`config.mk`:
```
export PLATFORM = sky130hd
export DESIGN_NAME = fc2_act_packer
export DESIGN_NICKNAME = d
export VERILOG_FILES = /design/src/rtl/fc2_act_packer.sv
export SDC_FILE = /design/constraint.sdc
export NUM_CORES = 1
export LEC_CHECK = 0
export ABC_AREA = 1
export BUFFER_PORTS_ARGS = -buffer_cell sky130_fd_sc_hd__buf_2
export CAP_MARGIN = 10
export CORE_MARGIN = 3
export CORE_UTILIZATION = 61
export CTS_BUF_LIST = sky130_fd_sc_hd__clkbuf_16
export CTS_CLUSTER_DIAMETER = 200
export DETAILED_ROUTE_END_ITERATION = 16
export HOLD_SLACK_MARGIN = 0.02
export PLACE_DENSITY = 0.87
export SYNTH_ARGS = -nofsm -noshare
export SYNTH_HDL_FRONTEND = slang
export SYNTH_SLANG_ARGS = --single-unit
```
`constraint.sdc`:
```
create_clock -name clk -period 4.8 [get_ports clk]
set_input_delay 0.96 -clock clk [delete_from_list [all_inputs] [get_ports clk]]
set_output_delay 0.96 -clock clk [all_outputs]
set_load 0.01 [all_outputs]
```
`src/rtl/fc2_act_packer.sv`:
```
// FC2 activation packer: packs 1-bit activations LSB-first into words, buffered in a show-ahead FIFO.
// Optional FC2_PACK_POPCNT_EN adds a per-word popcount stored alongside each word.
module fc2_act_packer #(
  parameter int WORD_W = 32,
  parameter int DEPTH  = 4
) (
  input  logic                         clk,
  input  logic                         rst,
  input  logic                         bit_in,
  input  logic                         bit_valid_in,
  input  logic                         bit_last_in,
  output logic [WORD_W-1:0]            word_out,
  output logic                         word_valid_out,
  input  logic                         word_ready_in,
  output logic                         word_last_out,
  output logic [$clog2(WORD_W+1)-1:0]  word_nbits_out,
  output logic                         overflow_out
`ifdef FC2_PACK_POPCNT_EN
  ,
  output logic [$clog2(WORD_W+1)-1:0]  popcnt_out
`endif
);

  localparam int CW = $clog2(WORD_W + 1);
  localparam int FW = $clog2(WORD_W);
  localparam int AW = $clog2(DEPTH);

  logic [WORD_W-1:0] pack_q, pack_d;
  logic [FW-1:0]     fill_q, fill_d;
  logic [AW:0]       wr_q, wr_d;
  logic [AW:0]       rd_q, rd_d;
  logic              ovf_q, ovf_d;

  logic [WORD_W-1:0] word_mem_q [DEPTH];
  logic [WORD_W-1:0] word_mem_d [DEPTH];
  logic              last_mem_q [DEPTH];
  logic              last_mem_d [DEPTH];
  logic [CW-1:0]     nbits_mem_q [DEPTH];
  logic [CW-1:0]     nbits_mem_d [DEPTH];

`ifdef FC2_PACK_POPCNT_EN
  logic [CW-1:0]     cnt_q, cnt_d;
  logic [CW-1:0]     pc_mem_q [DEPTH];
  logic [CW-1:0]     pc_mem_d [DEPTH];
  logic [CW-1:0]     done_pc;
`endif

  logic              full;
  logic              empty;
  logic              pop;
  logic              done;
  logic              push_ok;
  logic [WORD_W-1:0] done_word;
  logic [CW-1:0]     done_nbits;
  logic [AW-1:0]     wr_idx;
  logic [AW-1:0]     rd_idx;

  assign wr_idx = wr_q[AW-1:0];
  assign rd_idx = rd_q[AW-1:0];
  assign empty  = (wr_q == rd_q);
  assign full   = (wr_idx == rd_idx) && (wr_q[AW] != rd_q[AW]);
  assign pop    = !empty && word_ready_in;

  always_comb begin
    done_word         = pack_q;
    done_word[fill_q] = bit_in;
    done_nbits        = CW'(fill_q) + CW'(1);
    done    = bit_valid_in && (bit_last_in || (fill_q == FW'(WORD_W - 1)));
    push_ok = done && (!full || pop);
`ifdef FC2_PACK_POPCNT_EN
    done_pc = cnt_q + CW'(bit_in);
`endif
  end

  always_comb begin
    pack_d      = pack_q;
    fill_d      = fill_q;
    wr_d        = wr_q;
    rd_d        = rd_q;
    ovf_d       = ovf_q;
    word_mem_d  = word_mem_q;
    last_mem_d  = last_mem_q;
    nbits_mem_d = nbits_mem_q;
`ifdef FC2_PACK_POPCNT_EN
    cnt_d    = cnt_q;
    pc_mem_d = pc_mem_q;
`endif
    if (bit_valid_in) begin
      if (done) begin
        pack_d = '0;
        fill_d = '0;
`ifdef FC2_PACK_POPCNT_EN
        cnt_d  = '0;
`endif
      end else begin
        pack_d = done_word;
        fill_d = fill_q + FW'(1);
`ifdef FC2_PACK_POPCNT_EN
        cnt_d  = done_pc;
`endif
      end
    end
    if (push_ok) begin
      word_mem_d[wr_idx]  = done_word;
      last_mem_d[wr_idx]  = bit_last_in;
      nbits_mem_d[wr_idx] = done_nbits;
`ifdef FC2_PACK_POPCNT_EN
      pc_mem_d[wr_idx]    = done_pc;
`endif
      wr_d = wr_q + (AW+1)'(1);
    end
    if (pop) begin
      rd_d = rd_q + (AW+1)'(1);
    end
    // a full FIFO with no pop loses the word; packing carries on regardless
    if (done && full && !pop) begin
      ovf_d = 1'b1;
    end
  end

  always_ff @(posedge clk) begin
    if (rst) begin
      pack_q <= '0;
      fill_q <= '0;
      wr_q   <= '0;
      rd_q   <= '0;
      ovf_q  <= 1'b0;
`ifdef FC2_PACK_POPCNT_EN
      cnt_q  <= '0;
`endif
    end else begin
      pack_q <= pack_d;
      fill_q <= fill_d;
      wr_q   <= wr_d;
      rd_q   <= rd_d;
      ovf_q  <= ovf_d;
`ifdef FC2_PACK_POPCNT_EN
      cnt_q  <= cnt_d;
`endif
    end
  end

  always_ff @(posedge clk) begin
    word_mem_q  <= word_mem_d;
    last_mem_q  <= last_mem_d;
    nbits_mem_q <= nbits_mem_d;
`ifdef FC2_PACK_POPCNT_EN
    pc_mem_q    <= pc_mem_d;
`endif
  end

  // head fields are forced to zero when empty so reset state is well defined
  assign word_valid_out = !empty;
  assign word_out       = empty ? '0 : word_mem_q[rd_idx];
  assign word_last_out  = empty ? 1'b0 : last_mem_q[rd_idx];
  assign word_nbits_out = empty ? '0 : nbits_mem_q[rd_idx];
  assign overflow_out   = ovf_q;
`ifdef FC2_PACK_POPCNT_EN
  assign popcnt_out     = empty ? '0 : pc_mem_q[rd_idx];
`endif

endmodule

```
==> results.json, run 1 <==
{
  "grt_max_degree": 83,
  "placed_area_um2": 9090,
  "post-place-ws_ns": 1.27,
  "syn_area_um2": 8760,
  "cts-resized-gates": 0,
  "globalRouteOverflowTotal": 0,
  "final_nets": 913,
  "postLayoutCoreUtil_pct": 69.2,
  "syn-mean-instance-area_um2": 10.1,
  "relSlewSlack_pct": 39.9,
  "switchingPower_mw": 1.01,
  "hpwlAfterDp_mm": 11.9,
  "syn_nets": 886,
  "status": "finished, final reports clean",
  "ys_ff_latch": 200,
  "clk_pin_slew_ns": 0.07,
  "routed_wl_mm": 19.0,
  "num_antenna_cells": 0,
  "p_total_mw": 3.87,
  "setup_tns_ns": 0,
  "reg2reg_depth": 9,
  "placedCellCount": 1058,
  "cpPeakStageDelay_ns": 0.76,
  "powerDensity_nw_per_um2": 400,
  "cp_num_buf_inv": 2,
  "worst_ep_arrival_time_ns": 3.76,
  "design_area_um2": 9680,
  "ys.warnings.count": 0,
  "vias": 6261,
  "fillers": 956,
  "setup_viol_count_final": 0,
  "min_period_ns": 3.60,
  "register_area_um2": 5570,
  "clockBufferDepth": 2,
  "grt_pass1_vias": 5695,
  "worstPathCellList": "ha_1 -> nand2_1 -> nor2_1 -> ha_1 -> inv_1 -> a21oi_1 -> nand2_2 -> nor2_4 -> buf_4",
  "io_buffers": 46,
  "die_width_um": 126,
  "p_comb_share_pct": 14.3,
  "crit_top_cell": "ha_1",
  "htreeDepth": 4,
  "min_to": "overflow_out",
  "dieArea_um2": 15800,
  "end_kind": "flip-flop",
  "seqPwrFrac_pct": 48.9,
  "rsz0062_at_grt": "false",
  "initial_utilization_pct": 62.6,
  "slew_viol_final": 0,
  "post_cts_buffers": 0,
  "io_pins": 47,
  "clock_skew_ns": 0.0144,
  "multi_input_area_um2": 2660,
  "r2r-start": "fill_q[0]",
  "r2r_slack_ns": 1.20,
  "cp_slowest_cell": "nor2_4",
  "min_delay_path_depth": 2,
  "cts_sinks": 200,
  "core_um2": 14000,
  "dr.pass1.iters": 6,
  "maxCapViolations": 0,
  "hp-class": "flip-flop to flip-flop",
  "cts_buffers": 17,
  "cp-start-kind": "flip-flop",
  "antenna_found_initial": 0,
  "root_buffer": "clkbuf_16",
  "cp_max_fo": 27,
  "fmax_mhz": 277,
  "fin_ws_ns": 1.20,
  "vdd_drop_max_mv": 0.266,
  "layout_commonest_cell": "nand2_1",
  "routedWlPerCell_um": 17.4,
  "rr_endpoint": "word_mem_q[100]",
  "routabilityCongestion": 0.831,
  "grt_pass1_wl_mm": 30.0,
  "switching_share_pct": 26.1,
  "drtAntennaViolNets": 0,
  "finalHoldViolCount": 0,
  "rows": 43,
  "hold_buffers": 0,
  "critical_path_class": "flip-flop to flip-flop",
  "clockPowerShare_pct": 36.7,
  "ys_seq_area_share_pct": 63.5,
  "tightest_slew_ns": 0.900,
  "syn2layout_area_growth_pct": 10.5,
  "track_usage_pct": 24.3,
  "drc": 0,
  "cts_tree": "done",
  "drt_iter0_drc": 878,
  "cp.required_ns": 4.95,
  "fp.dieH_um": 126,
  "fin_crit_sh_pct": 75.1,
  "hp-start": "overflow_out",
  "synth_cells": 870,
  "layout.cells.non_filler": 1090,
  "leakagePower_nw": 3.74,
  "timing.hold.ws_ns": 0.459,
  "clock_latency_ns": 0.44,
  "critical_path.startpoint": "fill_q[0]",
  "internal_power_mw": 2.86,
  "mostFrequentLayoutCells": "nand2_1, edfxtp_1, nor2_1, inv_1, o21ai_0",
  "drive_gt1_share_pct": 13.4,
  "ys_types": 30,
  "critical_path.top_delay_family": "simple AND/OR/NAND/NOR gates",
  "viasPerCell": 5.74
}
-- layout make-up --
class | instances | share of cell area, %
tap | 180 | 2.33
multi-input combinational | 535 | 27.5
clock inverter | 15 | 1.67
timing repair buffer | 57 | 3.23
sequential | 200 | 57.5
clock buffer | 17 | 4.40
inverter | 86 | 3.34
-- power by group through the flow --
stage                     registers (mW)  clock network (mW)  logic, mW
after floorplan                     1.92                   0      0.385
after global placement              1.93                   0      0.540
after detailed placement            1.93                   0      0.553
after CTS                           1.89                1.43      0.559
after global routing                1.89                1.49      0.620
final                               1.89                1.42      0.555
-- state kept, by name, indices dropped and copies added, names as in the netlist --
name / cells
word_mem_q: 128
pack_q: 32
nbits_mem_q: 24
fill_q: 5
last_mem_q: 4
rd_q: 3
wr_q: 3
overflow_out: 1
-- how the worst max path moves through the flow --
stage                     depth (start not counted)  slack (ns)              end
after detailed placement                          9        1.27   word_mem_q[86]
after global placement                            7        1.37   word_mem_q[20]
after CTS                                         9        1.22   word_mem_q[83]
after floorplan                                   5        1.12    last_mem_q[0]
final                                             9        1.20  word_mem_q[100]
after global routing                              9        0.98   nbits_mem_q[4]
-- per-layer routing --
metal	share of wire [%]	vias to the layer above	global-route usage [%]
met5	0	-	0
met4	1.8	0	8.64
met3	6.5	29	5.00
met2	48	247	37.6
met1	44	2982	34.6
li1	-	3003	-
-- cell families after synthesis --
family / after synthesis / synth area share (%)
buffers and inverters: 135 / 6.43
AOI/OAI and AO/OA: 173 / 11.1
adders and majority gates: 10 / 1.43
DFF: 200 / 63.5
and+or+nand+nor: 349 / 17.2
xor gates and xnor gates: 3 / 0.300
-- cells in the mapped netlist, drive strengths merged --
cell type,n,area share (%)
nand2,171,7.6
edfxtp,156,53
nor2,104,4.9
inv,86,3.7
o21ai,86,5.2
nand3,49,2.8
dfxtp,44,10
a21oi,43,2.7
o22ai,39,2.8
clkbuf,31,1.3
and2,21,1.5
buf,18,1.4
ha,10,1.4
xor2,3,0.30
nand4,2,0.14
o211ai,2,0.17
o21a,2,0.17
a211oi,1,0.086
nand3b,1,0.086
nor3,1,0.19
-- worst min-delay path, cell delays in order, from the launching register on --
cell and delay [ns]:
dfxtp_1 0.31, inv_1 0.05, a21oi_1 0.06
(Power assumes the default switching activity.)
==> inputs of run 2 (changes only) <==
--- a/config.mk
+++ b/config.mk
@@ -5,16 +5,16 @@
 export SDC_FILE = /design/constraint.sdc
 export NUM_CORES = 1
 export LEC_CHECK = 0
-export ABC_AREA = 1
+export ABC_AREA = 0
 export BUFFER_PORTS_ARGS = -buffer_cell sky130_fd_sc_hd__buf_2
 export CAP_MARGIN = 10
 export CORE_MARGIN = 3
-export CORE_UTILIZATION = 61
+export CORE_UTILIZATION = 55
 export CTS_BUF_LIST = sky130_fd_sc_hd__clkbuf_16
 export CTS_CLUSTER_DIAMETER = 200
 export DETAILED_ROUTE_END_ITERATION = 16
 export HOLD_SLACK_MARGIN = 0.02
-export PLACE_DENSITY = 0.87
+export PLACE_DENSITY = 0.83
 export SYNTH_ARGS = -nofsm -noshare
 export SYNTH_HDL_FRONTEND = slang
 export SYNTH_SLANG_ARGS = --single-unit
==> constraint.sdc (replaced) <==
create_clock -name clk -period 3.3 [get_ports clk]
set_input_delay 0.66 -clock clk [delete_from_list [all_inputs] [get_ports clk]]
set_output_delay 0.66 -clock clk [all_outputs]
set_load 0.01 [all_outputs]
==> run 2 against run 1 <==
Compared with the run above: synthesized area fell by 1.8%; worst setup slack worse by 0.68 ns; non-clock buffer count is 7 higher; largest power group unchanged; via count shrank 24%; count of clock-buffer cells in the layout rose by 1; global-route usage decreased by 3.2 points; maximum frequency rose by 29%; first-iteration DRC count fell by 50%; total power rose by 40%; combinational power increased by 20%; largest cell class unchanged; clock power is 42% higher.
==> results.json, run 2 <==
{
  "vias": 4789,
  "synth_compound_area_share_pct": 3.24,
  "cp_max_fo": 15,
  "num_antenna_cells": 0,
  "syn2layout_area_growth_pct": 12.1,
  "clk_pin_slew_ns": 0.07,
  "setup_viol_count_final": 0,
  "final_nets": 598,
  "layout.cells.non_filler": 806,
  "finalHoldViolCount": 0,
  "async_flop_share_pct": 0,
  "clockBufferDepth": 2,
  "worstPathCellList": "ha_1 -> buf_4 -> and3_1 -> ha_1 -> o21ai_0 -> a41oi_4 -> and2_2 -> buf_12",
  "mostFrequentLayoutCells": "edfxtp_1, nand2_1, buf_2, dfxtp_1",
  "clock_latency_ns": 0.43,
  "slew_viol_final": 0,
  "synth_xor_area_share_pct": 1.11,
  "synth_area_leaders": "edfxtp_1, dfxtp_1, mux4_2",
  "clock_skew_ns": 0.00719,
  "root_buffer": "clkbuf_16",
  "layout_commonest_cell": "edfxtp_1",
  "tightest_slew_ns": 0.889,
  "initial_utilization_pct": 56.4,
  "syn-mean-instance-area_um2": 16.0,
  "grt_pass1_wl_mm": 26.9,
  "cts_sinks": 200,
  "fp.dieH_um": 131,
  "multi_input_area_um2": 2750,
  "drtAntennaViolNets": 0,
  "vdd_drop_max_mv": 0.408,
  "fillers": 1026,
  "io_pins": 47,
  "hold_buffers": 0,
  "synth-edff-count": 156,
  "critical_path_class": "flip-flop to flip-flop",
  "status": "finished, final reports clean",
  "synthAdderAreaFrac_pct": 1.45,
  "synth_top_area_share_pct": 54.5,
  "hp-class": "flip-flop to flip-flop",
  "design_area_um2": 9640,
  "synth-simple-area-share_pct": 11.1,
  "drt_iter0_drc": 436,
  "ys_seq_area_share_pct": 64.7,
  "p_comb_share_pct": 12.3,
  "rsz0062_at_grt": "false",
  "switching_share_pct": 22.8,
  "top_regs": "word_mem_q x128, pack_q x32, nbits_mem_q x24",
  "hpwlAfterDp_mm": 10.3,
  "muxShareOfSynthArea_pct": 15.1,
  "switchingPower_mw": 1.24,
  "end_kind": "flip-flop",
  "placedCellCount": 774,
  "syn_nets": 555,
  "grt_max_degree": 46,
  "relSlewSlack_pct": 40.8,
  "ys_ff_latch": 200,
  "leakagePower_nw": 3.36,
  "seqPwrFrac_pct": 50.7,
  "rows": 45,
  "yosysMostFrequentCell": "edfxtp_1",
  "synth_common_cells": "edfxtp_1, nand2_1, dfxtp_1, and2_1, mux4_2",
  "synth_top_family_by_area": "multiplexers",
  "track_usage_pct": 21.1,
  "io_buffers": 46,
  "cts_tree": "done",
  "drive_gt1_share_pct": 32.3,
  "crit_top_cell": "ha_1",
  "cp_slowest_cell": "and2_2",
  "largest_reg_flops": 128,
  "regMostFlops": "word_mem_q",
  "cts-resized-gates": 0,
  "routabilityCongestion": 0.790,
  "setup_tns_ns": 0,
  "viasPerCell": 5.94,
  "internal_power_mw": 4.19,
  "routedWlPerCell_um": 21.2,
  "synth_cells": 539,
  "ys.warnings.count": 0,
  "synth_ff_type": "edfxtp_1",
  "dr.pass1.iters": 5,
  "core_um2": 15300,
  "antenna_found_initial": 0,
  "dieArea_um2": 17200,
  "synth_area_leader_cell": "edfxtp_1",
  "globalRouteOverflowTotal": 0,
  "powerDensity_nw_per_um2": 563,
  "maxCapViolations": 0,
  "cpPeakStageDelay_ns": 0.52,
  "worst_ep_arrival_time_ns": 2.93,
  "cp.required_ns": 3.44,
  "placed_area_um2": 9060,
  "grt_pass1_vias": 4980,
  "register_area_um2": 5570,
  "die_width_um": 131,
  "fmax_mhz": 359,
  "drc": 0,
  "ys_types": 38,
  "syn_area_um2": 8600,
  "cts_buffers": 17,
  "min_period_ns": 2.79,
  "htreeDepth": 4,
  "routed_wl_mm": 17.1,
  "clockPowerShare_pct": 37.1,
  "cp-start-kind": "flip-flop",
  "fin_crit_sh_pct": 84.5,
  "post_cts_buffers": 0
}
-- run 2: kinds of logic after synthesis --
logic type / Yosys count
xor+xnor: 10
compound gates: 42
simple gates: 157
mux: 74
flops: 200
buf+inv: 46
fa+ha+maj: 10
-- run 2: final timing paths --
| check | from | endpoint | slack (ns) | cells after the start |
|---|---|---|---|---|
| max | fill_q[1] | word_mem_q[22] | 0.51 | 8 |
| min | pack_q[17] | pack_q[17] | 0.46 | 2 |
| max reg2reg | fill_q[1] | word_mem_q[22] | 0.51 | 8 |
| min reg2reg | pack_q[17] | pack_q[17] | 0.46 | 2 |
-- run 2: worst max-delay path, delay by kind of cell, from the launching register on --
kind            cells  cell delay [ns]
compound gates      2             0.57
fa+ha+maj           2             0.41
simple gates        2             0.68
flops               1             0.44
buf+inv             2             0.39
-- run 2: power by group through the flow --
stage / clock [mW] / combinational (mW) / sequential, mW
4_1_cts: 2.04 / 0.681 / 2.75
6_report: 2.01 / 0.665 / 2.75
5_1_grt: 2.15 / 0.733 / 2.75
2_1_floorplan: 0 / 0.496 / 2.80
3_3_place_gp: 0 / 0.662 / 2.80
3_5_place_dp: 0 / 0.674 / 2.81
-- run 2: per-layer routing --
metal / up-vias / routed length [um] / track usage (%)
li1: 2124 / - / -
met5: - / 0 / 0
met2: 160 / 8820 / 35.2
met1: 2473 / 6900 / 26.8
met3: 32 / 993 / 4.94
met4: 0 / 353 / 8.77
-- run 2: cell type report --
class / instances / share of cell area (%)
timing repair buffer: 64 / 4.70
clock inverter: 14 / 1.34
inverter: 6 / 0.234
multi-input combinational: 293 / 28.5
tap: 211 / 2.74
sequential: 200 / 57.8
clock buffer: 18 / 4.67
-- run 2: through the flow --
step | utilization [%] | hold WS (ns) | worst slack (ns) | total power [mW]
finish | 63.2 | 0.463 | 0.513 | 5.43
CTS | 63.2 | 0.466 | 0.462 | 5.47
floorplan | - | 0.441 | 0.385 | 3.29
global route | 63.2 | 0.486 | 0.357 | 5.64
global placement | 59.4 | 0.449 | 0.686 | 3.46
detailed placement | 59.4 | 0.455 | 0.572 | 3.48
==> inputs of run 3 (changes only) <==
--- a/config.mk
+++ b/config.mk
@@ -9,12 +9,12 @@
 export BUFFER_PORTS_ARGS = -buffer_cell sky130_fd_sc_hd__buf_2
 export CAP_MARGIN = 10
 export CORE_MARGIN = 3
-export CORE_UTILIZATION = 55
+export CORE_UTILIZATION = 61
 export CTS_BUF_LIST = sky130_fd_sc_hd__clkbuf_16
 export CTS_CLUSTER_DIAMETER = 200
 export DETAILED_ROUTE_END_ITERATION = 16
 export HOLD_SLACK_MARGIN = 0.02
-export PLACE_DENSITY = 0.83
+export PLACE_DENSITY = 0.87
 export SYNTH_ARGS = -nofsm -noshare
 export SYNTH_HDL_FRONTEND = slang
 export SYNTH_SLANG_ARGS = --single-unit
==> constraint.sdc (replaced) <==
create_clock -name clk -period 2.9 [get_ports clk]
set_input_delay 0.58 -clock clk [delete_from_list [all_inputs] [get_ports clk]]
set_output_delay 0.58 -clock clk [all_outputs]
set_load 0.01 [all_outputs]
==> run 3 against run 2 <==
Compared with the run above: count of clock-buffer cells in the layout down 1; via count shrank 0.31%; clock skew decreased by 0.0016 ns; clock power grew 6%; total power rose by 11%; combinational power grew 9.2%; sequential power up 14%; cell area fell by 1.8%; worst hold slack worse by 0.012 ns; global-route usage up 0.35 points; register-to-register slack worse by 0.04 ns.
==> results.json, run 3 (synthesis gave the netlist of run 2 again) <==
{
  "cts_buffers": 17,
  "p_comb_share_pct": 12.1,
  "regMostFlops": "word_mem_q",
  "worstPathCellList": "buf_4 -> mux4_2 -> and2_1 -> buf_2",
  "cp_num_buf_inv": 2,
  "leakagePower_nw": 3.29,
  "rr_endpoint": "word_mem_q[22]",
  "fin_crit_sh_pct": 92.1,
  "routabilityCongestion": 0.760,
  "finalHoldViolCount": 0,
  "track_usage_pct": 21.5,
  "core_um2": 13500,
  "initial_utilization_pct": 63.7,
  "cts-resized-gates": 0,
  "drtAntennaViolNets": 0,
  "rsz0062_at_grt": "false",
  "fp.dieH_um": 125,
  "drive_gt1_share_pct": 31.9,
  "timing.hold.ws_ns": 0.451,
  "hp-start": "bit_last_in",
  "maxCapViolations": 0,
  "setup_tns_ns": 0,
  "hpwlAfterDp_mm": 9.52,
  "critical_path.top_delay_family": "multiplexers",
  "syn2layout_area_growth_pct": 10.1,
  "placed_area_um2": 8930,
  "mostFrequentLayoutCells": "edfxtp_1, nand2_1, buf_2, dfxtp_1",
  "switchingPower_mw": 1.39,
  "grt_max_degree": 46,
  "hp-class": "input port to flip-flop",
  "clockBufferDepth": 2,
  "drt_iter0_drc": 430,
  "r2r-start": "fill_q[1]",
  "seqPwrFrac_pct": 52.2,
  "r2r_slack_ns": 0.47,
  "critical_path_class": "flip-flop to output pin",
  "routedWlPerCell_um": 20.8,
  "io_pins": 47,
  "status": "finished, final reports clean",
  "cp_slowest_cell": "mux4_2",
  "dieArea_um2": 15600,
  "worst_ep_arrival_time_ns": 2.09,
  "dr.pass1.iters": 5,
  "hold_buffers": 0,
  "clk_pin_slew_ns": 0.06,
  "tightest_slew_ns": 0.875,
  "end_kind": "output pin",
  "relSlewSlack_pct": 41.6,
  "top_regs": "word_mem_q x128, pack_q x32, nbits_mem_q x24",
  "routed_wl_mm": 16.1,
  "min_delay_path_depth": 1,
  "globalRouteOverflowTotal": 0,
  "largest_reg_flops": 128,
  "num_antenna_cells": 0,
  "die_width_um": 125,
  "cts_tree": "done",
  "post_cts_buffers": 0,
  "grt_pass1_wl_mm": 26.0,
  "clock_skew_ns": 0.00564,
  "htreeDepth": 4,
  "vias": 4774,
  "cpPeakStageDelay_ns": 0.58,
  "design_area_um2": 9470,
  "min_to": "last_mem_q[2]",
  "clockPowerShare_pct": 35.7,
  "io_buffers": 46,
  "clock_latency_ns": 0.43,
  "drc": 0,
  "root_buffer": "clkbuf_16",
  "fmax_mhz": 375,
  "cp.required_ns": 2.32,
  "viasPerCell": 6.19,
  "cp-start-kind": "flip-flop",
  "internal_power_mw": 4.61,
  "critical_path.startpoint": "rd_q[0]",
  "layout_commonest_cell": "edfxtp_1",
  "p_total_mw": 6.00,
  "cp_max_fo": 21,
  "rows": 42,
  "grt_pass1_vias": 4857,
  "powerDensity_nw_per_um2": 634,
  "switching_share_pct": 23.1,
  "cts_sinks": 200,
  "min_period_ns": 2.67,
  "setup_viol_count_final": 0,
  "reg2reg_depth": 7,
  "antenna_found_initial": 0,
  "final_nets": 598,
  "vdd_drop_max_mv": 0.474,
  "slew_viol_final": 0
}
==> run 3: worst register-to-register path, cell delays in order, from the launching register on <==
cell     delay [ns]
dfxtp_1        0.42
ha_1           0.20
and3_1         0.16
ha_1           0.20
o21ai_0        0.24
a41oi_4        0.34
and2_2         0.20
buf_4          0.31
==> run 3: metrics by stage <==
step	setup WS [ns]	utilization, %	std cells
5_1_grt	0.109	70.1	771
6_report	0.230	70.1	771
3_5_place_dp	0.457	66.1	739
2_1_floorplan	0.00167	-	539
3_3_place_gp	0.556	66.1	739
4_1_cts	0.180	70.1	771
==> run 3: worst max-delay path by stage <==
stage | endpoint | slack (ns) | cells after the start
after global placement | nbits_mem_q[5] | 0.56 | 7
after CTS | word_out[10] | 0.18 | 4
final | word_out[10] | 0.23 | 4
after global routing | word_out[10] | 0.11 | 4
after floorplan | last_mem_q[1] | 0.002 | 7
after detailed placement | word_mem_q[118] | 0.46 | 7
==> run 3: power groups by stage <==
stage	Combinational (mW)	Sequential (mW)	Clock [mW]
final	0.726	3.13	2.14
after global routing	0.797	3.13	2.28
after CTS	0.746	3.13	2.17
after floorplan	0.564	3.18	0
after global placement	0.733	3.19	0
after detailed placement	0.744	3.19	0
==> run 3: layer usage <==
| metal | part of all wire (%) | vias up | wire length (um) | track usage, % |
|---|---|---|---|---|
| li1 | - | 2125 | - | - |
| met1 | 42 | 2431 | 6740 | 29.1 |
| met2 | 49 | 193 | 7930 | 34.1 |
| met3 | 6.7 | 25 | 1080 | 5.36 |
| met4 | 2.0 | 0 | 314 | 8.06 |
| met5 | 0 | - | 0 | 0 |
==> run 3: area by class of cell <==
cell class,instances,area [um^2]
Timing Repair Buffer,64,365
Sequential cell,200,5570
Inverter,6,22.5
Tap cell,176,220
Multi-Input combinational cell,293,2750
Clock buffer,17,425
Clock inverter,15,114
Fill cell,815,4040
